**src/rtl/frame_monitor.sv**
```systemverilog
// Receive-side frame checker: delimits frames on rx_dv, validates XOR checksum and
// length limits, and keeps good/error counters behind a small register bus.
module frame_monitor #(
    parameter logic [15:0] BASE_ADDR = 16'h0010,
    parameter int unsigned MIN_LEN   = 2
) (
    input  logic        clk,
    input  logic        rst_n,
    input  logic [7:0]  rxd,
    input  logic        rx_dv,
    input  logic        bus_cmd_valid,
    input  logic        bus_op,
    input  logic [15:0] bus_addr,
    input  logic [15:0] bus_wr_data,
    output logic [15:0] bus_rd_data,
    output logic        frame_done,
    output logic        frame_err
);

    typedef enum logic [1:0] {
        IDLE,
        RECV,
        DROP
    } state_e;

    localparam logic [15:0] OFF_FRAME_CNT = 16'd0;
    localparam logic [15:0] OFF_ERR_CNT   = 16'd1;
    localparam logic [15:0] OFF_LAST_LEN  = 16'd2;
    localparam logic [15:0] OFF_MAX_LEN   = 16'd3;
    localparam logic [15:0] OFF_CTRL      = 16'd4;
    localparam logic [15:0] MIN_LEN_W     = 16'(MIN_LEN);

    state_e      state_q, state_d;
    logic [15:0] len_q, len_d;
    logic [7:0]  xor_q, xor_d;
    logic [15:0] frame_cnt_q, frame_cnt_d;
    logic [15:0] err_cnt_q, err_cnt_d;
    logic [15:0] last_len_q, last_len_d;
    logic [15:0] max_len_q, max_len_d;
    logic        en_q, en_d;
    logic [15:0] rd_data_q, rd_data_d;
    logic        done_q, done_d;
    logic        err_q, err_d;

    logic        wr_en;
    logic        rd_en;
    logic [15:0] reg_off;
    logic        frame_bad;

    assign wr_en     = bus_cmd_valid & bus_op;
    assign rd_en     = bus_cmd_valid & ~bus_op;
    assign reg_off   = bus_addr - BASE_ADDR;
    assign frame_bad = (xor_q != 8'h00) || (len_q < MIN_LEN_W) || (len_q > max_len_q);

    always_comb begin
        // NOTE: every _d gets its hold value first so no path through this block can infer a latch.
        state_d     = state_q;
        len_d       = len_q;
        xor_d       = xor_q;
        frame_cnt_d = frame_cnt_q;
        err_cnt_d   = err_cnt_q;
        last_len_d  = last_len_q;
        max_len_d   = max_len_q;
        en_d        = en_q;
        rd_data_d   = rd_data_q;
        done_d      = 1'b0;
        err_d       = 1'b0;

        unique case (state_q)
            IDLE: begin
                if (rx_dv) begin
                    if (en_q) begin
                        state_d = RECV;
                        len_d   = 16'd1;
                        xor_d   = rxd;
                    end else begin
                        state_d = DROP;
                    end
                end
            end
            RECV: begin
                // Once a frame is accepted it is checked to completion, even if en drops.
                if (rx_dv) begin
                    len_d = (len_q == 16'hFFFF) ? len_q : len_q + 16'd1;
                    xor_d = xor_q ^ rxd;
                end else begin
                    state_d    = IDLE;
                    done_d     = 1'b1;
                    err_d      = frame_bad;
                    last_len_d = len_q;
                    if (frame_bad) begin
                        err_cnt_d = (err_cnt_q == 16'hFFFF) ? err_cnt_q : err_cnt_q + 16'd1;
                    end else begin
                        frame_cnt_d = (frame_cnt_q == 16'hFFFF) ? frame_cnt_q : frame_cnt_q + 16'd1;
                    end
                end
            end
            DROP: begin
                if (!rx_dv) begin
                    state_d = IDLE;
                end
            end
            default: state_d = IDLE;
        endcase

        // Evaluated after the frame update so a clear on the completion edge wins.
        if (wr_en) begin
            if (reg_off == OFF_MAX_LEN) begin
                max_len_d = bus_wr_data;
            end else if (reg_off == OFF_CTRL) begin
                en_d = bus_wr_data[0];
                if (bus_wr_data[1]) begin
                    frame_cnt_d = 16'h0000;
                    err_cnt_d   = 16'h0000;
                    last_len_d  = 16'h0000;
                end
            end
        end

        if (rd_en) begin
            unique case (reg_off)
                OFF_FRAME_CNT: rd_data_d = frame_cnt_q;
                OFF_ERR_CNT:   rd_data_d = err_cnt_q;
                OFF_LAST_LEN:  rd_data_d = last_len_q;
                OFF_MAX_LEN:   rd_data_d = max_len_q;
                OFF_CTRL:      rd_data_d = {15'h0000, en_q};
                default:       rd_data_d = 16'h0000;
            endcase
        end
    end

    // NOTE: state registers use non-blocking assignments so every flop samples pre-edge values.
    always_ff @(posedge clk or negedge rst_n) begin
        if (!rst_n) begin
            state_q     <= IDLE;
            len_q       <= 16'h0000;
            xor_q       <= 8'h00;
            frame_cnt_q <= 16'h0000;
            err_cnt_q   <= 16'h0000;
            last_len_q  <= 16'h0000;
            max_len_q   <= 16'd64;
            en_q        <= 1'b1;
            rd_data_q   <= 16'h0000;
            done_q      <= 1'b0;
            err_q       <= 1'b0;
        end else begin
            state_q     <= state_d;
            len_q       <= len_d;
            xor_q       <= xor_d;
            frame_cnt_q <= frame_cnt_d;
            err_cnt_q   <= err_cnt_d;
            last_len_q  <= last_len_d;
            max_len_q   <= max_len_d;
            en_q        <= en_d;
            rd_data_q   <= rd_data_d;
            done_q      <= done_d;
            err_q       <= err_d;
        end
    end

    assign bus_rd_data = rd_data_q;
    assign frame_done  = done_q;
    assign frame_err   = err_q;

endmodule

```
**config.mk**
```make
export PLATFORM = sky130hd
export DESIGN_NAME = frame_monitor
export DESIGN_NICKNAME = d
export VERILOG_FILES = /design/src/rtl/frame_monitor.sv
export SDC_FILE = /design/constraint.sdc
export NUM_CORES = 1
export LEC_CHECK = 0
export CAP_MARGIN = 20
export CORE_MARGIN = 5
export CORE_UTILIZATION = 31
export CTS_BUF_LIST = sky130_fd_sc_hd__clkbuf_8
export CTS_CLUSTER_DIAMETER = 50
export CTS_CLUSTER_SIZE = 24
export DETAILED_ROUTE_END_ITERATION = 10
export HOLD_SLACK_MARGIN = 0.03
export PLACE_DENSITY = 0.48
export SLEW_MARGIN = 20
export SYNTH_ARGS = -nofsm -noshare
export SYNTH_HDL_FRONTEND = slang
export SYNTH_SLANG_ARGS = --single-unit
```
**constraint.sdc**
```tcl
create_clock -name clk -period 3.4 [get_ports clk]
set_input_delay 1.02 -clock clk [delete_from_list [all_inputs] [get_ports clk]]
set_output_delay 1.02 -clock clk [all_outputs]
set_load 0.02 [all_outputs]
```
==> results.yml <==
global_route:
  first_global_vias: 5196
  grt_use_total_pct: 16.1
  grt_pass1_wl_mm: 28.4
  grt_max_degree: 49
  antenna_found_initial: 0
  grt_overflow: 0
drt:
  drt_iter0_drc: 379
  vias: 5038
  wl_per_cell_microns: 18.0
  dr.pass1.iters: 5
  via_per_inst: 5.25
  drc: 0
  routed_wl_mm: 17.2
  ant_nets: 0
critical_path:
  slowest_delay_ns: 0.55
  cp_max_fo: 16
  critPathLaunchType: "flip-flop"
  critPathKind: "flip-flop to flip-flop"
  crit_chain: "ha_1, nand4_1, nor4_1, a21boi_1, o31ai_2, buf_4, a2111oi_0, mux2i_1"
  arrival_ns: 3.46
  crit_buf_inv: 1
  required_ns: 3.72
  slowest_stage: "a2111oi_0"
  crit_path_end_kind: "flip-flop"
  cp_top_family: "compound AO/OA/AOI/OAI gates"
clocking:
  cts-hold-fix-buffers: 0
  htreeDepth: 3
  cts_buffers: 9
  cts_tree: "yes"
  clock_sinks: 109
  clk_pin_slew_worst_paths_ns: 0.11
  clkLatencyLatePin_ns: 0.40
  clock_path_buffers: 2
  clockRootBuffer: "clkbuf_8"
synth:
  synth_simple_gate_area_share_pct: 19.3
  syn_area_sq_mm: 0.00608
  muxShareOfSynthArea_pct: 8.26
  synth_fa_ha_area_share_pct: 4.32
  ys_warn_count: 0
  netlist-cell-type-count: 57
  synth_seq_area_share_pct: 44.9
  synth_top_family_by_area: "simple AND/OR/NAND/NOR gates"
  ys.flop_type: "dfrtp_1"
  synth-seq-cells: 109
  synth_compound_area_share_pct: 17.4
  synthCells: 632
  syn_area_per_cell_sq_um: 9.62
  synthXorXnorAreaFrac_pct: 1.15
  synth_nets: 698
  ys_async_sr_fraction_pct: 100
  synth_edf_count: 0
layout:
  multiInputGateArea_sq_mm: 0.00307
  fin_nets: 755
  antenna_cells: 0
  fin_cells: 959
  layout-drive-gt1-share_pct: 9.08
  fill_cells: 1970
  syn_to_final_growth_pct: 19.9
  final_common_cell: "dfrtp_1"
  fin_util_pct: 37.6
  regArea_sq_mm: 0.00273
  final_cell_mix: "dfrtp_1 (107), nand2_1 (83), a21oi_1 (63)"
floorplanning:
  die_y_microns: 150
  io_pins: 63
  fp.dieArea_sq_mm: 0.0225
  fp-row-count: 51
  core_area_sq_mm: 0.0194
  fp.dieW_microns: 150
  initial_core_util_pct: 31.3
timing:
  fin_skew_ns: 0.0110
  period_share_pct: 92.3
  finalHoldViolCount: 0
  max_freq_ghz: 0.319
  slew_viol_final: 0
  final-setup-viol-count: 0
  rsz0062_at_grt: "false"
  relSlewSlack_pct: 48.5
  min_period_ns: 3.14
  tightest_slew_ns: 0.766
  setup_ws_ns: 0.262
  fin_setup_tns_ns: 0
pwr:
  p_per_area_mw_per_mm2: 424
  ir_drop_mv: 0.236
  p_total_mw: 3.09
  leakage_nw: 3.10
placed_design:
  pre_cts_slack_ns: 0.0932
  dpl.hpwl_mm: 12.6
  gp_congestion: 0.850
  dp.cells: 943
  port_buffers: 62
hold_path:
  hp-class: "flip-flop to flip-flop"
job:
  drv_cap: 0
outcome:
  status: "finished, final reports clean"
cell type report:
class	instances	share of cell area, %
tap	265	4.55
clock buffer	10	1.89
clock inverter	6	1.20
sequential	109	37.5
inverter	32	1.65
multi-input combinational	455	42.2
timing repair buffer	82	11.1
worst register-to-register path, stage by stage (launching register included):
cell	delay (ns)
dfrtp_1	0.47
ha_1	0.34
nand4_1	0.19
nor4_1	0.53
a21boi_1	0.39
o31ai_2	0.13
buf_4	0.21
a2111oi_0	0.55
mux2i_1	0.25
sequential cells by signal, summed over array words and instances, names as in the netlist:
signal       flops
bus_rd_data     16
max_len_q       16
last_len_q      16
len_q           16
frame_err        1
xor_q            8
frame_cnt_q     16
en_q             1
err_cnt_q       16
frame_done       1
state_q          2
routing by layer:
metal  up-vias  global-route usage [%]  share of wire [%]
li1       2446                       -                  -
met1      2501                    21.3                 46
met2        78                    27.5                 50
met3        13                    3.45                3.2
met4         0                    3.06               0.74
met5         -                       0                  0
logic make-up (layout without fill, tap and decap cells):
group | after synthesis | count (layout)
AOI/OAI and AO/OA | 166 | 166
xor gates and xnor gates | 8 | 8
adders and majority gates | 21 | 21
buffers and inverters | 68 | 130
DFF | 109 | 109
muxes | 30 | 30
and+or+nand+nor | 230 | 230
metrics by stage:
step                      area, sq um  hold slack, ns
after CTS                        7290           0.507
after floorplan                  6080           0.485
after global routing             7290           0.532
after global placement           7060           0.491
after detailed placement         7060           0.479
final                            7290           0.499
power by group:
part | total (mW) | internal, mW | leakage [nW] | switching (mW)
Sequential | 1.53 | 1.41 | 1.39 | 0.120
Clock | 0.913 | 0.434 | 0.110 | 0.479
Combinational | 0.644 | 0.278 | 1.60 | 0.366
Total | 3.09 | 2.13 | 3.10 | 0.965
synthesized netlist by cell type (all sizes together), types with 4 or more instances:
cell type | number | area share [%]
inv | 31 | 1.9
clkbuf | 24 | 1.5
xnor2 | 4 | 0.58
o2111ai | 5 | 0.72
nand4 | 17 | 1.8
mux2i | 13 | 2.1
nand2 | 83 | 5.1
xor2 | 4 | 0.58
and4 | 5 | 0.76
nand3 | 30 | 2.5
mux4 | 16 | 5.9
o21ai | 35 | 2.9
and3 | 9 | 1.0
a21oi | 63 | 5.2
nor2 | 23 | 1.4
a211oi | 8 | 0.99
and2 | 5 | 0.51
nand2b | 10 | 1.0
ha | 21 | 4.3
or3 | 8 | 0.91
nor2b | 6 | 0.62
nor3 | 8 | 0.66
or4 | 11 | 1.4
o31ai | 13 | 1.6
o211ai | 7 | 0.86
a22o | 16 | 2.3
nor4 | 10 | 1.0
buf | 12 | 1.2
dfrtp | 107 | 44
timing repair:
action	in CTS	in global routing
gates resized for setup	0	1
endpoints found under the setup margin	0	2
endpoints found under the hold margin	0	0
buffers inserted	0	0
final timing paths:
kind	from	to	slack, ns	cells after the start
max	len_q[15]	err_cnt_q[8]	0.26	8
min	bus_rd_data[0]	bus_rd_data[0]	0.50	2
max reg2reg	len_q[15]	err_cnt_q[8]	0.26	8
min reg2reg	bus_rd_data[0]	bus_rd_data[0]	0.50	2
max in group asynchronous	rst_n	en_q	2.02	2
min in group asynchronous	rst_n	err_cnt_q[4]	0.59	1
Note: power is estimated with default switching activity, not from simulation.
